## src/rtl/hdmi_period_scheduler.sv

```systemverilog
// HDMI period scheduler: delays raster by PREAMBLE_LEN+GUARD_LEN+1 cycles and inserts
// preamble/guard-band control periods ahead of each video run; no backpressure.
module hdmi_period_scheduler #(
    parameter int PREAMBLE_LEN = 8,
    parameter int GUARD_LEN    = 2
) (
    input  logic       clock,
    input  logic       reset,
    input  logic [7:0] io_in_r,
    input  logic [7:0] io_in_g,
    input  logic [7:0] io_in_b,
    input  logic       io_in_hsync,
    input  logic       io_in_vsync,
    input  logic       io_in_de,
    input  logic       io_hdmi_en,
    output logic [7:0] io_out_r,
    output logic [7:0] io_out_g,
    output logic [7:0] io_out_b,
    output logic [1:0] io_mode,
    output logic [1:0] io_ctrl0,
    output logic [1:0] io_ctrl1,
    output logic [1:0] io_ctrl2,
    output logic       io_err
);
    localparam int L      = PREAMBLE_LEN + GUARD_LEN + 1;
    localparam int THRESH = PREAMBLE_LEN + GUARD_LEN;
    localparam int CW     = $clog2(THRESH + 1);

    typedef struct packed {
        logic [7:0] r;
        logic [7:0] g;
        logic [7:0] b;
        logic       de;
        logic       hsync;
        logic       vsync;
    } pix_t;

    typedef enum logic [1:0] {
        IDLE  = 2'd0,
        PRE   = 2'd1,
        GUARD = 2'd2
    } state_t;

    pix_t          pix_in;
    pix_t          pix_q [L];
    pix_t          dly;
    state_t        state_q, state_d;
    logic [CW-1:0] cnt_q, cnt_d;
    logic [3:0]    gap_q, gap_d;
    logic          de_prev_q;
    logic          err_q, err_d;
    logic          rise, gap_ok;
    logic [7:0]    out_r_q, out_g_q, out_b_q;
    logic [1:0]    mode_q, mode_d;
    logic [1:0]    ctrl0_q, ctrl1_q, ctrl1_d;

    assign pix_in = '{r: io_in_r, g: io_in_g, b: io_in_b, de: io_in_de,
                      hsync: io_in_hsync, vsync: io_in_vsync};
    assign dly    = pix_q[L-1];

    // Stage 0 is the input capture, the remaining L-1 stages form the delay line,
    // and the output register adds the final cycle to reach latency L.
    always_ff @(posedge clock) begin
        if (reset) begin
            for (int i = 0; i < L; i++) pix_q[i] <= '0;
        end else begin
            pix_q[0] <= pix_in;
            for (int i = 1; i < L; i++) pix_q[i] <= pix_q[i-1];
        end
    end

    always_comb begin
        rise   = io_in_de & ~de_prev_q;
        gap_ok = 32'(gap_q) >= THRESH;
        gap_d  = io_in_de ? 4'd0 : ((gap_q == 4'd15) ? 4'd15 : gap_q + 4'd1);
        err_d  = err_q | (rise & io_hdmi_en & ~gap_ok);
    end

    // The sequence is launched from the undelayed input so that it lands exactly
    // in the L-1 control cycles that precede the delayed video run.
    always_comb begin
        state_d = state_q;
        cnt_d   = cnt_q;
        case (state_q)
            IDLE: begin
                if (rise && io_hdmi_en && gap_ok) begin
                    state_d = PRE;
                    cnt_d   = '0;
                end
            end
            PRE: begin
                if (cnt_q == CW'(PREAMBLE_LEN - 1)) begin
                    state_d = GUARD;
                    cnt_d   = '0;
                end else begin
                    cnt_d = cnt_q + CW'(1);
                end
            end
            GUARD: begin
                if (cnt_q == CW'(GUARD_LEN - 1)) begin
                    state_d = IDLE;
                    cnt_d   = '0;
                end else begin
                    cnt_d = cnt_q + CW'(1);
                end
            end
            default: begin
                state_d = IDLE;
                cnt_d   = '0;
            end
        endcase
    end

    always_comb begin
        mode_d = 2'b00;
        if (dly.de)                mode_d = 2'b11;
        else if (state_q == PRE)   mode_d = 2'b01;
        else if (state_q == GUARD) mode_d = 2'b10;
        ctrl1_d = (mode_d == 2'b01) ? 2'b01 : 2'b00;
    end

    always_ff @(posedge clock) begin
        if (reset) begin
            state_q   <= IDLE;
            cnt_q     <= '0;
            gap_q     <= 4'd0;
            de_prev_q <= 1'b0;
            err_q     <= 1'b0;
            out_r_q   <= 8'd0;
            out_g_q   <= 8'd0;
            out_b_q   <= 8'd0;
            mode_q    <= 2'b00;
            ctrl0_q   <= 2'b00;
            ctrl1_q   <= 2'b00;
        end else begin
            state_q   <= state_d;
            cnt_q     <= cnt_d;
            gap_q     <= gap_d;
            de_prev_q <= io_in_de;
            err_q     <= err_d;
            out_r_q   <= dly.r;
            out_g_q   <= dly.g;
            out_b_q   <= dly.b;
            mode_q    <= mode_d;
            ctrl0_q   <= {dly.vsync, dly.hsync};
            ctrl1_q   <= ctrl1_d;
        end
    end

    assign io_out_r = out_r_q;
    assign io_out_g = out_g_q;
    assign io_out_b = out_b_q;
    assign io_mode  = mode_q;
    assign io_ctrl0 = ctrl0_q;
    assign io_ctrl1 = ctrl1_q;
    assign io_ctrl2 = 2'b00;
    assign io_err   = err_q;

endmodule

```

## config.mk

```make
export PLATFORM = sky130hd
export DESIGN_NAME = hdmi_period_scheduler
export DESIGN_NICKNAME = d
export VERILOG_FILES = /design/src/rtl/hdmi_period_scheduler.sv
export SDC_FILE = /design/constraint.sdc
export NUM_CORES = 1
export LEC_CHECK = 0
export BUFFER_PORTS_ARGS = -buffer_cell sky130_fd_sc_hd__clkbuf_2
export CAP_MARGIN = 20
export CELL_PAD_IN_SITES_DETAIL_PLACEMENT = 1
export CELL_PAD_IN_SITES_GLOBAL_PLACEMENT = 2
export CORE_MARGIN = 2
export CORE_UTILIZATION = 30
export CTS_BUF_LIST = sky130_fd_sc_hd__clkbuf_8
export CTS_CLUSTER_DIAMETER = 150
export DETAILED_ROUTE_END_ITERATION = 8
export GPL_TIMING_DRIVEN = 1
export PLACE_DENSITY_LB_ADDON = 0.08
export SLEW_MARGIN = 20
export SYNTH_ARGS = -nofsm -noshare
export SYNTH_HDL_FRONTEND = slang
export SYNTH_SLANG_ARGS = --single-unit
```

## constraint.sdc

```tcl
create_clock -name clock -period 4.55 [get_ports clock]
set_input_delay 0.2275 -clock clock [delete_from_list [all_inputs] [get_ports clock]]
set_output_delay 0.2275 -clock clock [all_outputs]
set_load 0.03 [all_outputs]
```

==> summary.txt, run 1 <==
Pwr
  • Power per cell area: 492.0 nW/um^2
  • Maximum vdd drop: 0.1573 mV
  • LEAKAGE: 4.643 nW

Critical path
  • Worst setup path endpoint: cnt_q[3]
  • Crit path DAT: 2040 ps
  • Worst path bufs/invs: 1
  • Worst R2R Path Depth: 6
  • CP Launch Type: register
  • Critical path cell sequence: inv_1, ha_1, nor4b_4, nor4b_1, o21ai_1, a21oi_1
  • CP Data Required Time: 4940 ps
  • R2R Setup Slk: 2900 ps
  • Stages on the worst setup path: 6
  • Reg2reg start: state_q[1]
  • Worst Path Max Fanout: 6
  • Worst path slowest cell: nor4b_4
  • CP max stage delay: 440 ps
  • Crit path capture type: register
  • Worst flop-to-flop path endpoint: cnt_q[3]
  • CP Launch Point: state_q[1]
  • WS Path Type: register to register
  • Delay-heaviest family, CP: simple AND/OR/NAND/NOR gates

Synth
  • FF+latch count, synth: 337
  • XOR/XNOR share of the synthesized area: 0%
  • Synth Cell Area: 9422 um^2
  • Cells after Synth: 766
  • Post-synthesis compound-gate area fraction: 1.448%
  • Sequential cell area fraction in the yosys report: 71.61%
  • Multiplexer share of the synthesized area: 0.1062%
  • EDFF count, synth: 0
  • Main synth FF type: dfxtp_1
  • Synth Area in Simple Gates: 23.81%
  • Synth Area in Adders: 1.062%
  • Mean post-synth cell area: 12.30 um^2
  • Main combinational cell family by area after synthesis: simple AND/OR/NAND/NOR gates
  • FFs w/ async S/R, synth: 0%
  • Synth unique cells: 34
  • Yosys Warn Count: 0

Floorplan
  • Die Ht: 181.2 um
  • Full die area: 32840 um^2
  • Die width: 181.2 um
  • Rows: 64
  • Starting density of the core: 30.64%
  • Io pins: 63
  • Core Box Area: 30750 um^2

GRT
  • GRT Max-Usage Layer: met2
  • Met3 GRT Util: 2.943%
  • Grt met1 use: 9.315%
  • GRT overflow: 0
  • First-pass GRT wire length: 22.20 mm
  • Largest net degree at the start of global routing: 164
  • GR Util All Layers: 7.979%
  • GR Util met2: 12.44%
  • Antenna violations before repair: 0
  • Vias in the first global route: 4988

Clocking
  • Total CTS buffers: 55
  • Total clock sinks: 337
  • Clk pin slew, worst setup/hold paths: 50 ps
  • Worst-skew pair later-pin latency: 560 ps
  • Max clock buf depth: 3
  • TritonCTS clock tree: done
  • Htree depth: 2
  • Post-CTS Resized: 0
  • Clk root buf: clkbuf_8

Route
  • Routed WL per cell: 9.770 um
  • Drt first pass iters: 4
  • Vias: 4897
  • Via density: 3.747
  • Post-route DRC: 0
  • Antenna-violating nets left: 0
  • Initial DRC count: 147
  • Final wirelength: 12.77 mm

Final layout
  • Post-route cell area: 11400 um^2
  • Layout area overhead: 21.04%
  • Commonest non-fill, non-tap cell in the layout: dfxtp_1
  • Layout cells sized above 1: 15.26%
  • Final Util: 37.09%
  • NumNets Final: 911
  • Ant. Diodes: 0
  • Commonest cells after routing, fill and taps aside: dfxtp_1 (337), nor2b_1 (323), clkbuf_8 (68)

Min path
  • Worst Hold Launch: io_hdmi_en
  • Hold Path Class: primary input to register

Timing
  • Setup Viol. Count Final: 0
  • Fin crit share: 36.29%
  • Min Tclk post-route: 1651 ps
  • Clock Skew: 16.00 ps
  • Least-Margin Pin Slew: 949.4 ps
  • RSZ-0062 raised after global routing: no
  • Setup_tns: 0 ps
  • F_max: 0.6056 GHz
  • Worst hold margin: 80.00 ps
  • PnR worst setup slack: 2899 ps
  • Final hold viol count: 0
  • Fin. max-slew vios: 0
  • Slew headroom: 36.70%

Run status
  • Status: completed

Placement
  • Number of port buffers: 59
  • Detailed Place HPWL: 7.016 mm
  • Worst slack, placed: 2642 ps
  • Routability Congestion: 0.6255
  • Placed cell areas: 10090 um^2

Flow run
  • Max-capacitance violation count: 0
Yosys cell counts (3+ instances only):
master	count	area share, %
nand2_1	3	0.12
clkbuf_1	35	1.4
nor2_1	9	0.36
nand3_1	4	0.21
inv_1	5	0.20
a21oi_1	7	0.37
buf_4	3	0.24
nor2b_1	323	21
dfxtp_1	337	72
o21ai_1	3	0.16
ha_1	8	1.1
tightest hold or removal path: stages:
cell and delay [ps]:
clkbuf_2 90, nand2_2 60, nor2_1 80, a21oi_1 70
nor2_1 70
state kept, by name, indices dropped and copies added, names as in the netlist, 4 cells and up:
signal and count:
io_out_g 8, io_out_r 8, pix_q 297, cnt_q 4, gap_q 4, io_out_b 8
power by group:
group	switching [W]	internal (W)	leakage [nW]
clock	0.00105	0.00133	0.631
sequential	0.0000144	0.00300	2.73
combinational	0.000126	0.0000845	1.28
cell families (layout without fill, tap and decap cells):
| group | count (synthesis) | in the layout |
|---|---|---|
| flip-flops | 337 | 337 |
| AO/OA/AOI/OAI | 19 | 19 |
| buffers and inverters | 45 | 188 |
| AND/OR/NAND/NOR | 355 | 355 |
| adder cells (fa/ha/maj) | 8 | 8 |
| multiplexers | 1 | 1 |
| other | 1 | 3 |
final cells by class:
class                           instances  area [um^2]
Clock inverter                         27        102.6
Sequential cell                       337         6746
Inverter                                5        18.77
Fill cell                            3314        19350
Clock buffer                           68        935.9
Multi-Input combinational cell        386         2501
Timing Repair Buffer                   88        603.1
Tap cell                              396        495.5
through the flow:
step                      std cells  total power, W
after floorplan                 768        0.003225
after global placement         1185        0.003269
after detailed placement       1185        0.003280
after CTS                      1307        0.005747
after global routing           1307        0.005898
final                          1307        0.005610
per-layer routing:
metal | share of wire [%] | wire, um
met1 | 47 | 5943
met4 | 4.0 | 512
met3 | 6.7 | 852
met5 | 0 | 0
met2 | 43 | 5462
worst min-delay path by stage:
stage,slack (ps),cells past startpoint,to
4_1_cts,30,5,io_err
5_1_grt,80,5,io_err
2_1_floorplan,300,1,gap_q[0]
6_report,80,5,io_err
3_5_place_dp,420,1,pix_q[6][10]
3_3_place_gp,420,1,pix_q[7][13]
what timing repair did:
action                                  4_1_cts  5_1_grt
buffers inserted                              0        0
hold endpoints to repair                     30        0
endpoints found under the setup margin        0        0
hold buffers                                 27        0
No activity file was read; power rests on OpenSTA's default activity.
==> run 2, diff against run 1 <==
==> constraint.sdc (replaced) <==
create_clock -name clock -period 1.65 [get_ports clock]
set_input_delay 0.0825 -clock clock [delete_from_list [all_inputs] [get_ports clock]]
set_output_delay 0.0825 -clock clock [all_outputs]
set_load 0.03 [all_outputs]
==> run 2 against run 1 <==
Compared with the run above:
- non-clock buffer count grew 12
- hold slack gained 200 ps
- register-to-register slack lost 2900 ps
- setup slack lost 2900 ps
- via count grew 0.41%
- sequential share of layout area shrank 1.8 points
- design area grew 3.3%
- critical path type unchanged
- critical endpoint is now cnt_q[0]
- largest power group unchanged
==> summary.txt, run 2 (same netlist as run 1, synthesis figures left out) <==
Timing
  • Min Tclk post-route: 1602 ps
  • Setup Viol. Count Final: 0
  • F_max: 0.6240 GHz
  • Worst hold margin: 281.6 ps
  • Fin. max-slew vios: 0
  • Fin crit share: 97.12%
  • Clock Skew: 23.24 ps
  • Final hold viol count: 0

GRT
  • First-pass GRT wire length: 22.43 mm
  • Largest net degree at the start of global routing: 68
  • Antenna violations before repair: 0
  • GRT overflow: 0
  • GR Util All Layers: 8.044%
  • Vias in the first global route: 5106

Min path
  • Worst Hold Launch: io_in_b[0]
  • Hold Path Class: primary input to register
  • Worst hold endpoint: pix_q[0][3]
  • Hold Path Depth: 3

Floorplan
  • Rows: 64
  • Core Box Area: 30750 um^2
  • Starting density of the core: 30.64%
  • Die width: 181.2 um
  • Die Ht: 181.2 um
  • Io pins: 63
  • Full die area: 32840 um^2

Flow run
  • Max-capacitance violation count: 0

Clocking
  • Total CTS buffers: 56
  • Max clock buf depth: 3
  • Worst-skew pair later-pin latency: 550 ps
  • Clk pin slew, worst setup/hold paths: 60 ps
  • Total clock sinks: 337
  • Clk root buf: clkbuf_8
  • Htree depth: 2
  • TritonCTS clock tree: done

Critical path
  • Critical path cell sequence: inv_2, ha_4, nor4bb_4, buf_4, nor3_4, nand3b_1, a21oi_1
  • Worst flop-to-flop path endpoint: cnt_q[0]
  • Worst path bufs/invs: 2
  • Worst R2R Path Depth: 7
  • Reg2reg start: state_q[0]
  • R2R Setup Slk: 50 ps
  • CP max stage delay: 430 ps
  • Worst path slowest cell: nor4bb_4
  • Crit path DAT: 2000 ps
  • Worst Path Max Fanout: 5
  • WS Path Type: register to register
  • CP Launch Type: register
  • Crit path capture type: register
  • CP Data Required Time: 2050 ps
  • Delay-heaviest family, CP: simple AND/OR/NAND/NOR gates

Pwr
  • Cell Int Power: 0.01278 W
  • Switching part of the total: 21.29%
  • LEAKAGE: 4.787 nW
  • Logic pwr share: 4.2%
  • Power per cell area: 1378 nW/um^2
  • Clock power frac: 44.5%
  • Psw: 0.003455 W
  • Total chip power: 0.01623 W
  • Reg power frac: 51.3%
  • Maximum vdd drop: 0.4861 mV

Final layout
  • Layout area overhead: 25.03%
  • Ant. Diodes: 0
  • Largest register by flop count: pix_q
  • Commonest cells after routing, fill and taps aside: dfxtp_1 (333), nor2b_1 (323), clkbuf_8 (75)
  • NumNets Final: 924
  • Layout fillers: 3324
  • Layout cells sized above 1: 19.10%
  • Commonest non-fill, non-tap cell in the layout: dfxtp_1
  • Max reg flops: 297

Placement
  • Detailed Place HPWL: 7.399 mm
  • Routability Congestion: 0.6178
  • Number of port buffers: 59

Run status
  • Status: completed

Route
  • Post-route DRC: 0
  • Via density: 3.703
  • Vias: 4917
  • Antenna-violating nets left: 0
  • Initial DRC count: 101
  • Final wirelength: 12.92 mm
  • Routed WL per cell: 9.727 um
  • Drt first pass iters: 4
-- run 2: per-layer routing --
metal / routed length [um] / vias up / GRT usage [%]
met5: 0 / - / 0
met4: 497 / 0 / 5.073
met3: 782 / 47 / 2.903
met2: 5416 / 116 / 12.25
met1: 6220 / 2162 / 9.647
li1: - / 2592 / -
-- run 2: power by group through the flow --
stage / Combinational [W] / Clock [W] / Sequential, W
2_1_floorplan: 0.000367 / 0 / 0.00853
6_report: 0.000684 / 0.00722 / 0.00833
4_1_cts: 0.000666 / 0.00760 / 0.00833
5_1_grt: 0.000754 / 0.00797 / 0.00834
3_3_place_gp: 0.000535 / 0 / 0.00849
3_5_place_dp: 0.000580 / 0 / 0.00850
-- run 2: how the worst max path moves through the flow --
stage	startpoint	endpoint	slack, ps	cells past startpoint
6_report	state_q[0]	cnt_q[0]	50	7
5_1_grt	state_q[0]	cnt_q[0]	-30	7
4_1_cts	state_q[0]	cnt_q[3]	2	6
3_5_place_dp	state_q[1]	cnt_q[3]	-90	6
3_3_place_gp	state_q[1]	state_q[0]	140	6
2_1_floorplan	state_q[1]	state_q[0]	200	6
-- run 2: cell type report --
type | count | area, um^2 | area share (%)
repair buffers | 100 | 748.2 | 6.352
flip-flops and latches | 337 | 6754 | 57.33
inverters | 5 | 18.77 | 0.1593
multi-input cells | 386 | 2586 | 21.95
clock buffers | 75 | 1032 | 8.763
well taps | 396 | 495.5 | 4.206
clock inverters | 29 | 145.1 | 1.232
-- run 2: per-stage QoR --
step                      setup WS [ps]  utilization [%]  cells  instance area (um^2)  setup TNS (ps)
final                             47.56            38.31   1328                 11780               0
after global routing             -34.51            38.31   1328                 11780          -62.44
after global placement            137.9            33.16   1192                 10200               0
after CTS                         2.326            38.08   1326                 11710               0
after detailed placement         -87.67            33.16   1192                 10200          -149.4
after floorplan                   196.8                -    768                  9429               0
-- run 2: tightest hold or removal path, cell delays in order --
cell           delay (ps)
dlygate4sd3_1         520
clkbuf_2               90
nor2b_1               100
-- run 2: timing repair --
action                                 in CTS  in global routing
endpoints found under the hold margin      79                  0
setup endpoints to repair                   3                  4
gates resized for setup                     8                 13
pin swaps                                   4                  3
buffers inserted                            1                  2
hold buffers                               29                  0
